===== src/rtl/mem_access_unit.sv =====
`default_nettype none
// ============================================================================
// Module   : mem_access_unit
// Purpose  : MEM-stage data-memory controller. Takes an EX/MEM load/store,
//            runs one req/ack transaction on a word-wide data bus, stalls the
//            pipeline with BUSY_WAIT while it is outstanding and returns
//            sign/zero-extended load data for one COMPLETE cycle.
// Ports    : CLK, RST (async, active-high)
//            ADDRESS, WRITE_DATA, MEM_READ, MEM_WRITE, FUNC3  - request
//            BUSY_WAIT, LOAD_DATA, ACCESS_FAULT              - pipeline side
//            DM_REQ, DM_WE, DM_ADDR, DM_WDATA, DM_BYTE_EN,
//            DM_RDATA, DM_ACK                                - memory bus
// Params   : ACK_TIMEOUT - ACCESS cycles allowed before a timeout fault (1..255)
// Revision : 1.0 - initial release
// ============================================================================
module mem_access_unit #(
  parameter int ACK_TIMEOUT = 255
) (
  input  logic        CLK,
  input  logic        RST,
  input  logic [31:0] ADDRESS,
  input  logic [31:0] WRITE_DATA,
  input  logic        MEM_READ,
  input  logic        MEM_WRITE,
  input  logic [2:0]  FUNC3,
  output logic        BUSY_WAIT,
  output logic [31:0] LOAD_DATA,
  output logic        ACCESS_FAULT,
  output logic        DM_REQ,
  output logic        DM_WE,
  output logic [31:0] DM_ADDR,
  output logic [31:0] DM_WDATA,
  output logic [3:0]  DM_BYTE_EN,
  input  logic [31:0] DM_RDATA,
  input  logic        DM_ACK
);

  typedef enum logic [1:0] {
    ST_IDLE     = 2'd0,
    ST_ACCESS   = 2'd1,
    ST_COMPLETE = 2'd2
  } state_t;

  // Counter value seen in the last ACCESS cycle before giving up.
  localparam logic [7:0] c_CNT_LAST = 8'(ACK_TIMEOUT - 1);

  state_t      r_state;
  logic [2:0]  r_func3;
  logic [1:0]  r_addr_lo;
  logic        r_is_load;
  logic [31:0] r_buf;
  logic [7:0]  r_cnt;
  logic        r_fault;

  logic        w_is_load;
  logic        w_is_store;
  logic        w_f3_ok;
  logic        w_misalign;
  logic        w_illegal;
  logic        w_start;
  logic [3:0]  w_be;
  logic [31:0] w_wdata;
  logic [7:0]  w_byte;
  logic [15:0] w_half;
  logic [31:0] w_ext;

  // Request decode (only meaningful while IDLE)
  always_comb begin
    w_is_load  = MEM_READ & ~MEM_WRITE;
    w_is_store = MEM_WRITE & ~MEM_READ;
    case (FUNC3)
      3'b000, 3'b001, 3'b010: w_f3_ok = 1'b1;
      3'b100, 3'b101:         w_f3_ok = w_is_load;   // unsigned forms are load-only
      default:                w_f3_ok = 1'b0;
    endcase
    w_misalign = ((FUNC3[1:0] == 2'b01) && ADDRESS[0]) ||
                 ((FUNC3[1:0] == 2'b10) && (ADDRESS[1:0] != 2'b00));
    // Both strobes high is not a valid request but is still reported.
    w_illegal  = (MEM_READ | MEM_WRITE) &
                 (~(w_is_load | w_is_store) | ~w_f3_ok | w_misalign);
    w_start    = (w_is_load | w_is_store) & w_f3_ok & ~w_misalign;
  end

  // Lane placement for stores; loads always fetch the whole word.
  always_comb begin
    w_be    = 4'b1111;
    w_wdata = WRITE_DATA;
    if (w_is_store) begin
      case (FUNC3[1:0])
        2'b00: begin
          w_be    = 4'b0001 << ADDRESS[1:0];
          w_wdata = {4{WRITE_DATA[7:0]}};
        end
        2'b01: begin
          w_be    = 4'b0011 << {ADDRESS[1], 1'b0};
          w_wdata = {2{WRITE_DATA[15:0]}};
        end
        default: begin
          w_be    = 4'b1111;
          w_wdata = WRITE_DATA;
        end
      endcase
    end
  end

  // Load extraction from the buffered word
  always_comb begin
    case (r_addr_lo)
      2'd0:    w_byte = r_buf[7:0];
      2'd1:    w_byte = r_buf[15:8];
      2'd2:    w_byte = r_buf[23:16];
      default: w_byte = r_buf[31:24];
    endcase
    w_half = r_addr_lo[1] ? r_buf[31:16] : r_buf[15:0];
    case (r_func3)
      3'b000:  w_ext = {{24{w_byte[7]}}, w_byte};
      3'b100:  w_ext = {24'd0, w_byte};
      3'b001:  w_ext = {{16{w_half[15]}}, w_half};
      3'b101:  w_ext = {16'd0, w_half};
      default: w_ext = r_buf;
    endcase
  end

  always_comb begin
    BUSY_WAIT    = ((r_state == ST_IDLE) && w_start) || (r_state == ST_ACCESS);
    ACCESS_FAULT = ((r_state == ST_IDLE) && w_illegal) ||
                   ((r_state == ST_COMPLETE) && r_fault);
    LOAD_DATA    = ((r_state == ST_COMPLETE) && r_is_load) ? w_ext : 32'd0;
  end

  always_ff @(posedge CLK or posedge RST) begin
    if (RST) begin
      r_state    <= ST_IDLE;
      r_func3    <= 3'd0;
      r_addr_lo  <= 2'd0;
      r_is_load  <= 1'b0;
      r_buf      <= 32'd0;
      r_cnt      <= 8'd0;
      r_fault    <= 1'b0;
      DM_REQ     <= 1'b0;
      DM_WE      <= 1'b0;
      DM_ADDR    <= 32'd0;
      DM_WDATA   <= 32'd0;
      DM_BYTE_EN <= 4'd0;
    end else begin
      case (r_state)
        ST_IDLE: begin
          r_fault <= 1'b0;
          if (w_start) begin
            r_state    <= ST_ACCESS;
            DM_REQ     <= 1'b1;
            DM_WE      <= w_is_store;
            DM_ADDR    <= {ADDRESS[31:2], 2'b00};
            DM_WDATA   <= w_wdata;
            DM_BYTE_EN <= w_be;
            r_func3    <= FUNC3;
            r_addr_lo  <= ADDRESS[1:0];
            r_is_load  <= w_is_load;
            r_cnt      <= 8'd0;
          end
        end
        ST_ACCESS: begin
          r_cnt <= r_cnt + 8'd1;
          // An ack in the final allowed cycle still completes normally.
          if (DM_ACK) begin
            if (r_is_load) r_buf <= DM_RDATA;
            DM_REQ  <= 1'b0;
            r_state <= ST_COMPLETE;
          end else if (r_cnt == c_CNT_LAST) begin
            DM_REQ  <= 1'b0;
            r_fault <= 1'b1;
            r_buf   <= 32'd0;
            r_state <= ST_COMPLETE;
          end
        end
        ST_COMPLETE: begin
          r_fault <= 1'b0;
          r_state <= ST_IDLE;
        end
        default: r_state <= ST_IDLE;
      endcase
    end
  end

endmodule
`default_nettype wire


===== config.mk =====
export PLATFORM = sky130hd
export DESIGN_NAME = mem_access_unit
export DESIGN_NICKNAME = d
export VERILOG_FILES = /design/src/rtl/mem_access_unit.sv
export SDC_FILE = /design/constraint.sdc
export NUM_CORES = 1
export LEC_CHECK = 0
export ABC_CLOCK_PERIOD_IN_PS = 6500
export BUFFER_PORTS_ARGS = -buffer_cell sky130_fd_sc_hd__buf_2
export CORE_AREA = 2 2 110 112
export DETAILED_ROUTE_END_ITERATION = 12
export DIE_AREA = 0 0 112 114
export GPL_TIMING_DRIVEN = 0
export PLACE_DENSITY = 0.79
export SLEW_MARGIN = 10
export SYNTH_ARGS = -nofsm -noshare
export SYNTH_HDL_FRONTEND = slang
export SYNTH_SLANG_ARGS = --single-unit
export TNS_END_PERCENT = 100

===== constraint.sdc =====
create_clock -name CLK -period 6.5 [get_ports CLK]
set_clock_uncertainty 0.1 [all_clocks]
set_input_delay 1.95 -clock CLK [delete_from_list [all_inputs] [get_ports CLK]]
set_output_delay 1.95 -clock CLK [all_outputs]
set_load 0.01 [all_outputs]

* After elaboration in Yosys (flattened, before gate mapping)
Cells that the tools add are included.
W data, S select, Z words.
** Storage, ports and cells
- Input bits :: 104
- Bits in registers :: 117
- Logic and storage cells :: 100
- Output and inout bits :: 104
** Operators by class
- Eq/ne operators :: 19
- Add/sub/neg operators :: 1
- Bitwise gates (word level) :: 14
- Shift operators :: 2
- Reductions and logical operators :: 27
- Muxes and demuxes :: 25
** Operator list (count)
- $mux W32 :: 5
- $pmux W32 S4 :: 1
- $pmux W32 S2 :: 1
- $pmux W8 S3 :: 1
- $mux W16 :: 1
- $pmux W8 S2 :: 1
- $eq A3 B3 Y1 const B :: 4
- $reduce_and A3 Y1 :: 3
- $add A8 B1 Y8 const B :: 1
- $eq A8 B8 Y1 const B :: 1
- $mux W8 :: 1
- $pmux W4 S2 :: 1
- $reduce_bool A2 Y1 :: 4
- $eq A2 B1 Y1 const B :: 3
- $eq A2 B2 Y1 const B :: 3
- $eq A3 B1 Y1 const B :: 2
- $logic_and A1 B1 Y1 :: 6
- $logic_not A2 Y1 :: 3
- $logic_not A3 Y1 :: 2
- $mux W2 :: 3
- $pmux W1 S2 :: 3
- $reduce_and A2 Y1 :: 3
- $and A1 B1 Y1 :: 5
- $mux W1 :: 5
- other kinds (13) :: 25

* Logic depth before layout (Yosys ltp)
Gate-level depths: netlist of run 1.
- Depth after elaboration :: 9
- Depth in mapped cells :: 8
- Gate-level depth less buffers :: 6

* Least setup slack after synthesis of run 1
OpenSTA, ideal clock, no wires.
- Kind :: input port to output port
- Start point :: input MEM_WRITE
- End point :: output BUSY_WAIT
- Stages :: 6
- Buffers on the path :: 1
- Data required time :: 4450 ps
- Path slack :: 1444 ps
- Arrival :: 3006 ps
- Cells stage by stage :: inv_1 -> ha_1 -> nor2b_1 -> o211ai_2 -> buf_2 -> o21ai_1
** On the way
- Cells in the longest elaborated chain, start to end :: 7
- Elaborated cells between the ends (all ways) :: 9
- Those cells by class :: mux (1); bitwise (6); reduce/logical (2)
** RTL lines
- start: declaration :: RTL line 24 : input logic MEM_WRITE,
- $not A1 Y1 * :: RTL line 69 : w_is_load = MEM_READ & ~MEM_WRITE;
- $and A1 B1 Y1 * :: RTL line 69
- net w_is_load :: RTL line 55 : logic w_is_load;
- $pmux W1 S2 or $or A1 B1 Y1 (tied branches) :: RTL line 71, 81
- $and A1 B1 Y1 * (2 in a row) :: RTL line 81 : w_start = (w_is_load | w_is_store) & w_f3_ok & ~w_misalign;
- $logic_and A1 B1 Y1 * :: RTL line 125 : BUSY_WAIT = ((r_state == ST_IDLE) && w_start) || (r_state == ST_ACCESS);
- $logic_or A1 B1 Y1 * :: RTL line 125
- end: declaration :: RTL line 26 : output logic BUSY_WAIT,
The timed path passes the listed nets; every way through them passes the cells marked *.

* Worst setup path in the final report of run 1
- Start point :: input ADDRESS[0]
- End point :: output ACCESS_FAULT
** On the way
- Cells in the longest elaborated chain, start to end :: 7
- Elaborated cells between the ends (all ways) :: 8
- Those cells by class :: bitwise (2); reduce/logical (6)
** RTL lines
- start: declaration :: RTL line 21 : input logic [31:0] ADDRESS,
- $reduce_bool A2 Y1 :: RTL line 77 : ((FUNC3[1:0] == 2'b10) && (ADDRESS[1:0] != 2'b00));
- $logic_and A1 B1 Y1 :: RTL line 77
- $logic_or A1 B1 Y1 * :: RTL line 76 : w_misalign = ((FUNC3[1:0] == 2'b01) && ADDRESS[0]) ||
- $or A1 B1 Y1 * :: RTL line 80 : (~(w_is_load | w_is_store) | ~w_f3_ok | w_misalign);
- $and A1 B1 Y1 * :: RTL line 79 : w_illegal = (MEM_READ | MEM_WRITE) &
- $logic_and A1 B1 Y1 * :: RTL line 126 : ACCESS_FAULT = ((r_state == ST_IDLE) && w_illegal) ||
- $logic_or A1 B1 Y1 * :: RTL line 126
- end: declaration :: RTL line 28 : output logic ACCESS_FAULT,
Mark *: on every way between the ends. The rest lies on a longest branch, timed or not.

==> impl_results.md, run 1 <==
- Status: finished, final reports clean
- Pin count of the biggest net entering global routing: between 60 and 70
- Clock period minus worst slack: ~5.6 ns
- Area growth from synthesis to layout: 33.13%
- Peak supply drop: between 0.2 and 0.3 mV
- IO Count: 208
- Maximum buffer depth of the clock tree: 2
- Total track usage: a little over a quarter
- Port Buffers: 205
- Final setup TNS: 0 ns
- Via density per instance: roughly 5.6
- Cell family with most CP delay: buffers and inverters
- Synth top area share: between 50% and 60%
- Initial Util: approximately half
- Crit-path max cell delay: 0.40 ns
- Sequential Area: around 0.003 mm^2
- Setup Crit Path Kind: primary input to output pin
- Max-Cap Viols: 0
- Synth warn: 0
- RSZ-0062 raised after global routing: false
- First-pass GRT wire length: approximately 27000 um
- Mux cell area share after synthesis: between 10% and 20%
- Die area: between 0.01 and 0.015 mm^2
- Final setup fails: 0
- Worst-path clk slew: 0.05 ns
- WP buf/inv: 4
- Critical path's slowest cell: clkbuf_1
- Worst-Skew Late Latency: approximately 0.4 ns
- Die Height: approximately 110 um
- Fill count: 955
- Detailed-route DRC error count: 0
- Register area share after synthesis: 51.71%
- Vias in the first global route: just over 5000
- Total CTS buffers: 17
- Rel. slew slack: 39.38%
- Synthesized cell area: between 0.005 and 0.006 mm^2
- Hpwl dp: approximately 12000 um
- Number of synthesized flops with an enable pin: 0
- Max Transition Viols Final: 0
- CTS tree: built
- Post-synth top flop: dfrtp_1
- # clock sinks: 117
- Total core area: ~0.012 mm^2
- Achievable Freq: ~0.18 GHz
- Post-layout util: 64.36%
- LEAKAGE: 3.915 nW
- Top post-synthesis cells by area: dfrtp_1, mux2_2, a22o_1, o21ai_0, nand2_1
- Vias: approximately 5000
- Simple-Gate Fraction of Synth Area: 10.74%
- Routability congestion estimate from global placement: 0.9177
- Average wire per standard cell: ~18 um
- Syn Area/Cell: approximately 11 um^2
- First-pass DRT Iterations: 5
- Layout cells sized above 1: 39.63%
- Cell chain of the critical path: buf_2 > nor2_1 > a21oi_1 > buf_4 > clkbuf_1 > o21ai_0 > a21oi_1 > buf_2
- Arr. time, crit path: roughly 3.5 ns
- Chip width: roughly 110 um
- Post-Synth XOR/XNOR Area: less than 1%
- Post-CTS Repair Setup Buffers: 0
- Initial drt markers: around 320
- Yosys top cell by area: dfrtp_1
- Main combinational cell family by area after synthesis: compound AO/OA/AOI/OAI gates
- CTS HTree Levels: 4
- # nets final: around 860
- GR Overflow Total: 0
- Critical path launch point type: primary input
- CP Max Fanout: 10
- #FFs+latches synth: roughly 120
- Cell Pwr Density: between 400 and 500 mW/mm^2
- Worst path required time: approximately 4.5 ns
- CP endpoint kind: output pin
- Place WS: ~0.93 ns
- Post-CTS sizing: 0
- Transition time of the tightest slew-check pin: 0.8864 ns
- Async SR Flop Fraction: between 90% and 100%
- Worst hold path type: flop to flop
- Area of the multi-input gates: around 0.0025 mm^2
- Hold bufs inserted after CTS: 0
- Compound-cell area share of the yosys netlist: roughly 18%
- Rows: 40
- WL final: 16770 um
- Gate Count Post-Synth: 523
- Post-Synth Adder-Cell Area: about 1.1%
- Unique masters post-synth: 46
- Final Hold Vio Count: 0
- Ant diodes: 0
- Period utilization: a little under nine tenths
- Post-route ant nets: 0
- Setup slack after layout: just over 0.9 ns
- Root Buffer: clkbuf_16
- Antenna violations before repair: 1
through the flow:
stage               hold WS [ns]  instance area (um^2)  total power [mW]  instances
global placement          0.3580                  6875             2.055        876
global route              0.3891                  7537             3.266        909
floorplan                 0.3487                  5665             1.714        524
detailed placement        0.3634                  6908             2.093        877
CTS                       0.3754                  7537             3.107        909
finish                    0.3702                  7537             3.099        909
sequential cells by signal (all words and copies together) (netlist names):
signal and flops:
DM_ADDR 30, DM_BYTE_EN 4, DM_REQ 1, DM_WDATA 32, DM_WE 1, r_addr_lo 2, r_buf 32, r_cnt 8
r_fault 1, r_func3 3, r_is_load 1, r_state 2
path summary, 6_finish.rpt:
kind / to / slack [ns] / from / cells past startpoint
max: ACCESS_FAULT / 0.92 / ADDRESS[0] / 8
min: DM_REQ$_DFFE_PP0P_ / 0.37 / DM_REQ$_DFFE_PP0P_ / 1
max reg2reg: r_buf[13]$_DFFE_PP0P_ / 4.57 / r_state[1]$_DFFE_PP0P_ / 5
min reg2reg: DM_REQ$_DFFE_PP0P_ / 0.37 / DM_REQ$_DFFE_PP0P_ / 1
max in group asynchronous: r_buf[25]$_DFFE_PP0P_ / 4.11 / RST / 3
min in group asynchronous: DM_ADDR[28]$_DFFE_PP0P_ / 1.49 / RST / 2
final cells by class:
class / count / area share (%)
clock buffer: 25 / 6.441
buffer: 37 / 2.606
sequential: 117 / 38.84
tap: 147 / 2.440
inverter: 12 / 0.6640
multi-input combinational: 358 / 33.12
timing repair buffer: 206 / 13.98
clock inverter: 7 / 1.909
layer usage:
metal	track usage [%]	wire (um)	vias to the layer above
li1	-	-	2334
met1	34.40	6777	2454
met2	45.62	8243	254
met3	9.033	1460	25
met4	8.049	269	2
met5	0	13	-
synthesized netlist by cell type (3+ instances only):
cell type and number:
buf_2 13, nor3_1 14, mux2_1 5, nand2b_1 5
o211a_1 8, a211o_1 8, nor2_1 28, nor3b_1 5
buf_4 3, nand2_1 61, ha_1 5, clkbuf_1 17
dfrtp_1 117, mux2_2 43, o221ai_1 3, a22o_1 32
nand3_1 4, mux2i_1 21, o21ai_0 56, a21oi_1 9
nor2b_1 10, a211oi_1 4, buf_6 4, inv_1 12
o211ai_1 8
kinds of logic (layout without fill, tap and decap cells):
| logic type | after synthesis | count (layout) |
|---|---|---|
| buf+inv | 49 | 287 |
| compound gates | 145 | 145 |
| other cells | 1 | 2 |
| simple gates | 134 | 134 |
| xor+xnor | 2 | 2 |
| flops | 117 | 117 |
| fa+ha+maj | 5 | 5 |
| mux | 70 | 70 |
where the power goes:
| part | switching (mW) | total [mW] | internal (mW) |
|---|---|---|---|
| combinational | 0.455 | 0.877 | 0.422 |
| sequential | 0.218 | 1.22 | 1.00 |
| clock | 0.329 | 1.00 | 0.673 |
| total | 1.00 | 3.10 | 2.10 |
cells in the final DEF (no fill, tap or decap), types with 9 or more instances in the layout:
cell,instances
a21oi_1,9
a22o_1,32
buf_2,218
clkbuf_1,22
clkbuf_16,17
dfrtp_1,117
inv_1,11
mux2_2,43
mux2i_1,21
nand2_1,61
nor2_1,28
nor2b_1,10
nor3_1,14
o21ai_0,56
(Power assumes the default switching activity.)
==> run 2, diff against run 1 <==
- CORE_AREA: 2 2 110 112 -> 2 2 109 111
- CTS_BUF_LIST: default -> sky130_fd_sc_hd__clkbuf_4 sky130_fd_sc_hd__clkbuf_8
- DIE_AREA: 0 0 112 114 -> 0 0 111 113
- PLACE_DENSITY: 0.79 -> 0.81
- REMOVE_ABC_BUFFERS: default -> 1
==> run 2 against run 1 <==
Hold slack better by 0.021 ns. Cell area is 3.6% lower. Fmax is 2.1% lower. Sequential share of layout area is 1.5 points higher.
==> impl_results.md, run 2 (synthesized netlist as in run 1, its figures left out) <==
- Post-CTS Repair Setup Buffers: 0
- Total track usage: 25.60%
- Worst hold path type: flop to flop
- WL final: about 15000 um
- Largest regs: DM_WDATA x32, r_buf x32, DM_ADDR x30
- First-pass DRT Iterations: 7
- Final Hold Slack: 0.3914 ns
- Worst-Skew Late Latency: about 0.44 ns
- Critical path's slowest cell: o211ai_4
- Final Hold Vio Count: 0
- Initial Util: 50.23%
- Root Buffer: clkbuf_8
- Max Transition Viols Final: 0
- Rel. slew slack: between 10% and 20%
- Initial drt markers: around 290
- Pin count of the biggest net entering global routing: between 70 and 80
- CP dominant cell by count: buf_2
- Clock period minus worst slack: between 5 and 6 ns
- Hold bufs inserted after CTS: 0
- Worst-path clk slew: around 0.07 ns
- RSZ-0062 raised after global routing: false
- Post-route ant nets: 0
- Die Height: about 110 um
- CP endpoint kind: output pin
- Routability congestion estimate from global placement: 0.8538
- Critical path launch point type: primary input
- First-pass GRT wire length: between 20000 and 30000 um
- Most frequent cells in the layout: buf_2, dfrtp_1, nand2_1
- Final setup fails: 0
- Period utilization: between 80% and 90%
- Die area: roughly 0.013 mm^2
- Vias in the first global route: around 5200
- Hpwl dp: between 10000 and 15000 um
- Final setup TNS: 0 ns
- Total CTS buffers: 17
- LEAKAGE: ~3.8 nW
- Post-layout util: between 60 and 70%
- # clock sinks: approximately 120
- # nets final: roughly 830
- Max-Cap Viols: 0
- Via density per instance: 5.626
- WP buf/inv: 3
- Ant diodes: 0
- Crit-path max cell delay: 0.67 ns
- Port Buffers: 205
- GR Overflow Total: 0
- CP Max Fanout: 32
- Peak supply drop: 0.3209 mV
- Launching point of the worst reg2reg path: r_state[1]$_DFFE_PP0P_
- Detailed-route DRC error count: 0
- CTS HTree Levels: 4
- Reg2Reg Setup Slack: ~4.0 ns
- Average wire per standard cell: approximately 18 um
- Vias: ~4900
- Worst path required time: roughly 4.5 ns
- Min-Delay Startpoint: DM_WDATA[10]$_DFFE_PP0P_
- Achievable Freq: 0.1753 GHz
- Maximum buffer depth of the clock tree: 2
- Cell Pwr Density: approximately 390 mW/mm^2
- Total core area: 0.01127 mm^2
- IO Count: between 200 and 250
- CTS tree: built
- Antenna violations before repair: 0
- Setup Crit Path Kind: primary input to output pin
- Layout cells sized above 1: 40.19%
- Fill count: 880
- Area growth from synthesis to layout: 28.29%
- Chip width: 111 um
- Critical Path Source: MEM_WRITE
- Post-CTS sizing: 0
- Commonest non-fill, non-tap cell in the layout: buf_2
- Transition time of the tightest slew-check pin: 1.266 ns
- Rows: 39
- Cell family with most CP delay: compound AO/OA/AOI/OAI gates
- Status: finished, final reports clean
- Arr. time, crit path: ~3.7 ns
- Cell chain of the critical path: buf_2 > inv_1 > ha_1 > nor2b_1 > o211ai_4 > o21ai_1 > buf_2
## run 2: cell types whose count changed in the layout (fill, tap and decap cells not counted), moves of 3 or more
cell,before,now
clkbuf_8,3,18
buf_2,218,205
clkbuf_1,22,0
inv_6,1,8
clkbuf_16,17,0
buf_4,3,0
buf_6,4,0
## run 2: metal layers
| metal | share of wire [%] | global-route usage, % | wire length [um] | up-vias |
|---|---|---|---|---|
| li1 | - | - | - | 2270 |
| met1 | 39 | 30.46 | 6083 | 2361 |
| met2 | 50 | 43.64 | 7684 | 250 |
| met3 | 8.9 | 8.356 | 1370 | 25 |
| met4 | 2.0 | 9.667 | 311 | 0 |
| met5 | 0 | 0 | 0 | - |
## run 2: through the flow
stage | instances | total power, mW | setup WS [ns] | cell area (um^2)
finish | 872 | 2.831 | 0.7952 | 7263
detailed placement | 840 | 2.058 | 0.7677 | 6807
global route | 872 | 2.998 | 0.6219 | 7263
floorplan | 487 | 1.691 | 0.9548 | 5469
CTS | 872 | 2.845 | 0.7723 | 7263
global placement | 835 | 1.999 | -0.4538 | 6674
## run 2: path summary, 6_finish.rpt
kind	end	cells past startpoint
min in group asynchronous	DM_ADDR[5]$_DFFE_PP0P_	2
hold / removal	DM_WDATA[10]$_DFFE_PP0P_	1
setup / recovery	BUSY_WAIT	7
setup reg to reg	DM_ADDR[15]$_DFFE_PP0P_	6
max in group asynchronous	r_buf[26]$_DFFE_PP0P_	3
hold reg to reg	DM_WDATA[10]$_DFFE_PP0P_	1
## run 2: area by class of cell
type                            instances  area (um^2)  share of cell area, %
Timing Repair Buffer                  210         1139                  15.68
Tap cell                              143        178.9                  2.463
Inverter                               12        50.05                 0.6891
Clock inverter                         14        209.0                  2.877
Multi-Input combinational cell        358         2511                  34.57
Sequential cell                       117         2928                  40.31
Clock buffer                           18        247.7                  3.411
## run 2: worst reg2reg max path, delay by kind of cell, from the launching register on
family	cells	cell delay, ns
DFF	1	0.45
buffers and inverters	2	0.40
and+or+nand+nor	2	0.81
muxes	1	0.36
AOI/OAI and AO/OA	1	0.32
## run 2: power breakdown
group	internal (mW)	total [mW]	switching [mW]
clock network	0.440	0.771	0.332
logic	0.412	0.823	0.411
registers	0.998	1.24	0.238
==> run 3, diff against run 2 <==
- CELL_PAD_IN_SITES_DETAIL_PLACEMENT: default -> 1
- CELL_PAD_IN_SITES_GLOBAL_PLACEMENT: default -> 2
- CORE_AREA: 2 2 109 111 -> 2 2 139 141
- DIE_AREA: 0 0 111 113 -> 0 0 141 143
==> run 3 against run 2 <==
Critical path depth did not move. Routed wire length up 17%. Sequential power is essentially flat. Final cell count up 10%. Total power fell by 1.8%.
==> impl_results.md, run 3 (synthesized netlist as in run 1, its figures left out) <==
- Status: finished, final reports clean
- Highest Signal Layer: met4
- Critical path launch point type: primary input
- CTS tree: built
- Worst path required time: 4.45 ns
- Hold bufs inserted after CTS: 0
- Vias: ~4900
- Port Buffers: ~200
- Routability congestion estimate from global placement: just under 0.8
- Total track usage: approximately a fifth
- CP endpoint kind: output pin
- Clock period minus worst slack: 5.756 ns
- CTS HTree Levels: 4
- GR Overflow Total: 0
- Max Transition Viols Final: 0
- LEAKAGE: between 3 and 4 nW
- Pin count of the biggest net entering global routing: 73
- Cell chain of the critical path: buf_2 > inv_1 > ha_1 > nor2b_1 > o211ai_4 > o21ai_1 > buf_2
- First-pass GRT wire length: ~29000 um
- Power, Total: about 2.8 mW
- Peak supply drop: between 0.15 and 0.2 mV
- Worst-Skew Late Latency: around 0.44 ns
- Maximum buffer depth of the clock tree: 2
- CP dominant cell by count: buf_2
- # nets final: 822
- # clock sinks: 117
- IO Count: 208
- Post-CTS sizing: 0
- Met2 wire length: 8576 um
- Achievable Freq: around 0.17 GHz
- Initial Util: around 30%
- Fill count: 2140
- Die area: around 0.020 mm^2
- Worst hold path type: flop to flop
- Detailed-route DRC error count: 0
- Final Hold Vio Count: 0
- RSZ-0062 raised after global routing: false
- Commonest non-fill, non-tap cell in the layout: buf_2
- Area of the multi-input gates: approximately 0.0025 mm^2
- Root Buffer: clkbuf_8
- Setup Crit Path Kind: primary input to output pin
- Arr. time, crit path: 3.71 ns
- Post-layout util: between 30% and 40%
- Setup slack after layout: roughly 0.74 ns
- CP Max Fanout: 32
- DRT met1 WL: 7696 um
- Worst-path clk slew: about 0.07 ns
- Post-route ant nets: 0
- Rel. slew slack: approximately 24%
- WL final: ~18000 um
- WL met3: roughly 1700 um
- Place WS: roughly 0.65 ns
- Total core area: roughly 0.019 mm^2
- Post-CTS Repair Setup Buffers: 0
- Final setup fails: 0
- Via density per instance: about 5.1
- Rows: 50
- Average wire per standard cell: approximately 19 um
- Period utilization: 88.55%
- Cell Pwr Density: about 380 mW/mm^2
- Max-Cap Viols: 0
- Critical path's slowest cell: o211ai_4
- Final setup TNS: 0 ns
- Chip width: around 140 um
- Layout cells sized above 1: roughly two fifths
- Final Hold Slack: roughly 0.38 ns
- Total CTS buffers: 17
- Crit-path max cell delay: between 0.6 and 0.7 ns
- Transition time of the tightest slew-check pin: 1.130 ns
- Sequential Area: about 0.0029 mm^2
- Most frequent cells in the layout: buf_2, dfrtp_1, nand2_1
- Die Height: about 140 um
- First-pass DRT Iterations: 4
- Initial drt markers: between 100 and 150
- Antenna violations before repair: 2
- Vias in the first global route: between 5000 and 6000
- Area growth from synthesis to layout: 28.97%
- Largest regs: DM_WDATA x32, r_buf x32, DM_ADDR x30
- Hpwl dp: around 13000 um
[run 3: cell count changes in the layout (fill, tap and decap cells not counted), sizes merged]
cell	before	now
inv	20	13
clkinv	1	7
buf	210	207
clkinvlp	1	4
diode	0	2
bufinv	4	3
clkbuf	18	17
[run 3: area by class of cell]
cell class	instances	area share [%]
diodes	2	0.06854
clock buffers	17	3.204
clock inverters	15	2.502
inverters	12	0.6854
multi-input cells	358	34.63
flip-flops and latches	117	40.10
well taps	234	4.010
repair buffers	207	14.80
[run 3: per-layer routing]
| layer | track usage [%] | vias to the layer above |
|---|---|---|
| met1 | 22.20 | 2416 |
| li1 | - | 2261 |
| met2 | 31.40 | 184 |
| met3 | 7.243 | 16 |
| met4 | 5.211 | 0 |
| met5 | 0 | - |
[run 3: path summary, 6_finish.rpt]
check / startpoint / end / slack (ns) / depth (start not counted)
worst max-delay path: MEM_WRITE / BUSY_WAIT / 0.74 / 7
worst min-delay path: DM_REQ$_DFFE_PP0P_ / DM_REQ$_DFFE_PP0P_ / 0.38 / 1
worst max register to register: r_state[1]$_DFFE_PP0P_ / DM_WDATA[7]$_DFFE_PP0P_ / 3.90 / 5
worst min register to register: DM_REQ$_DFFE_PP0P_ / DM_REQ$_DFFE_PP0P_ / 0.38 / 1
max in group asynchronous: RST / r_buf[17]$_DFFE_PP0P_ / 4.09 / 3
min in group asynchronous: RST / DM_ADDR[26]$_DFFE_PP0P_ / 1.52 / 2
[run 3: critical path, delay by kind of cell]
kind | cells | cell delay [ns]
AO/OA/AOI/OAI | 2 | 1.02
adder cells (fa/ha/maj) | 1 | 0.19
buffers and inverters | 3 | 0.38
AND/OR/NAND/NOR | 1 | 0.16
[run 3: power breakdown]
group	switching [mW]	total (mW)	leakage (nW)	internal, mW
clock	0.330	0.711	0.198	0.381
combinational	0.427	0.837	2.06	0.409
sequential	0.233	1.23	1.45	0.998
[run 3: metrics by stage]
| stage | std cells | cell area (um^2) |
|---|---|---|
| after floorplan | 487 | 5469 |
| after global placement | 926 | 6788 |
| after detailed placement | 928 | 6878 |
| after CTS | 960 | 7295 |
| after global routing | 960 | 7297 |
| final | 962 | 7302 |
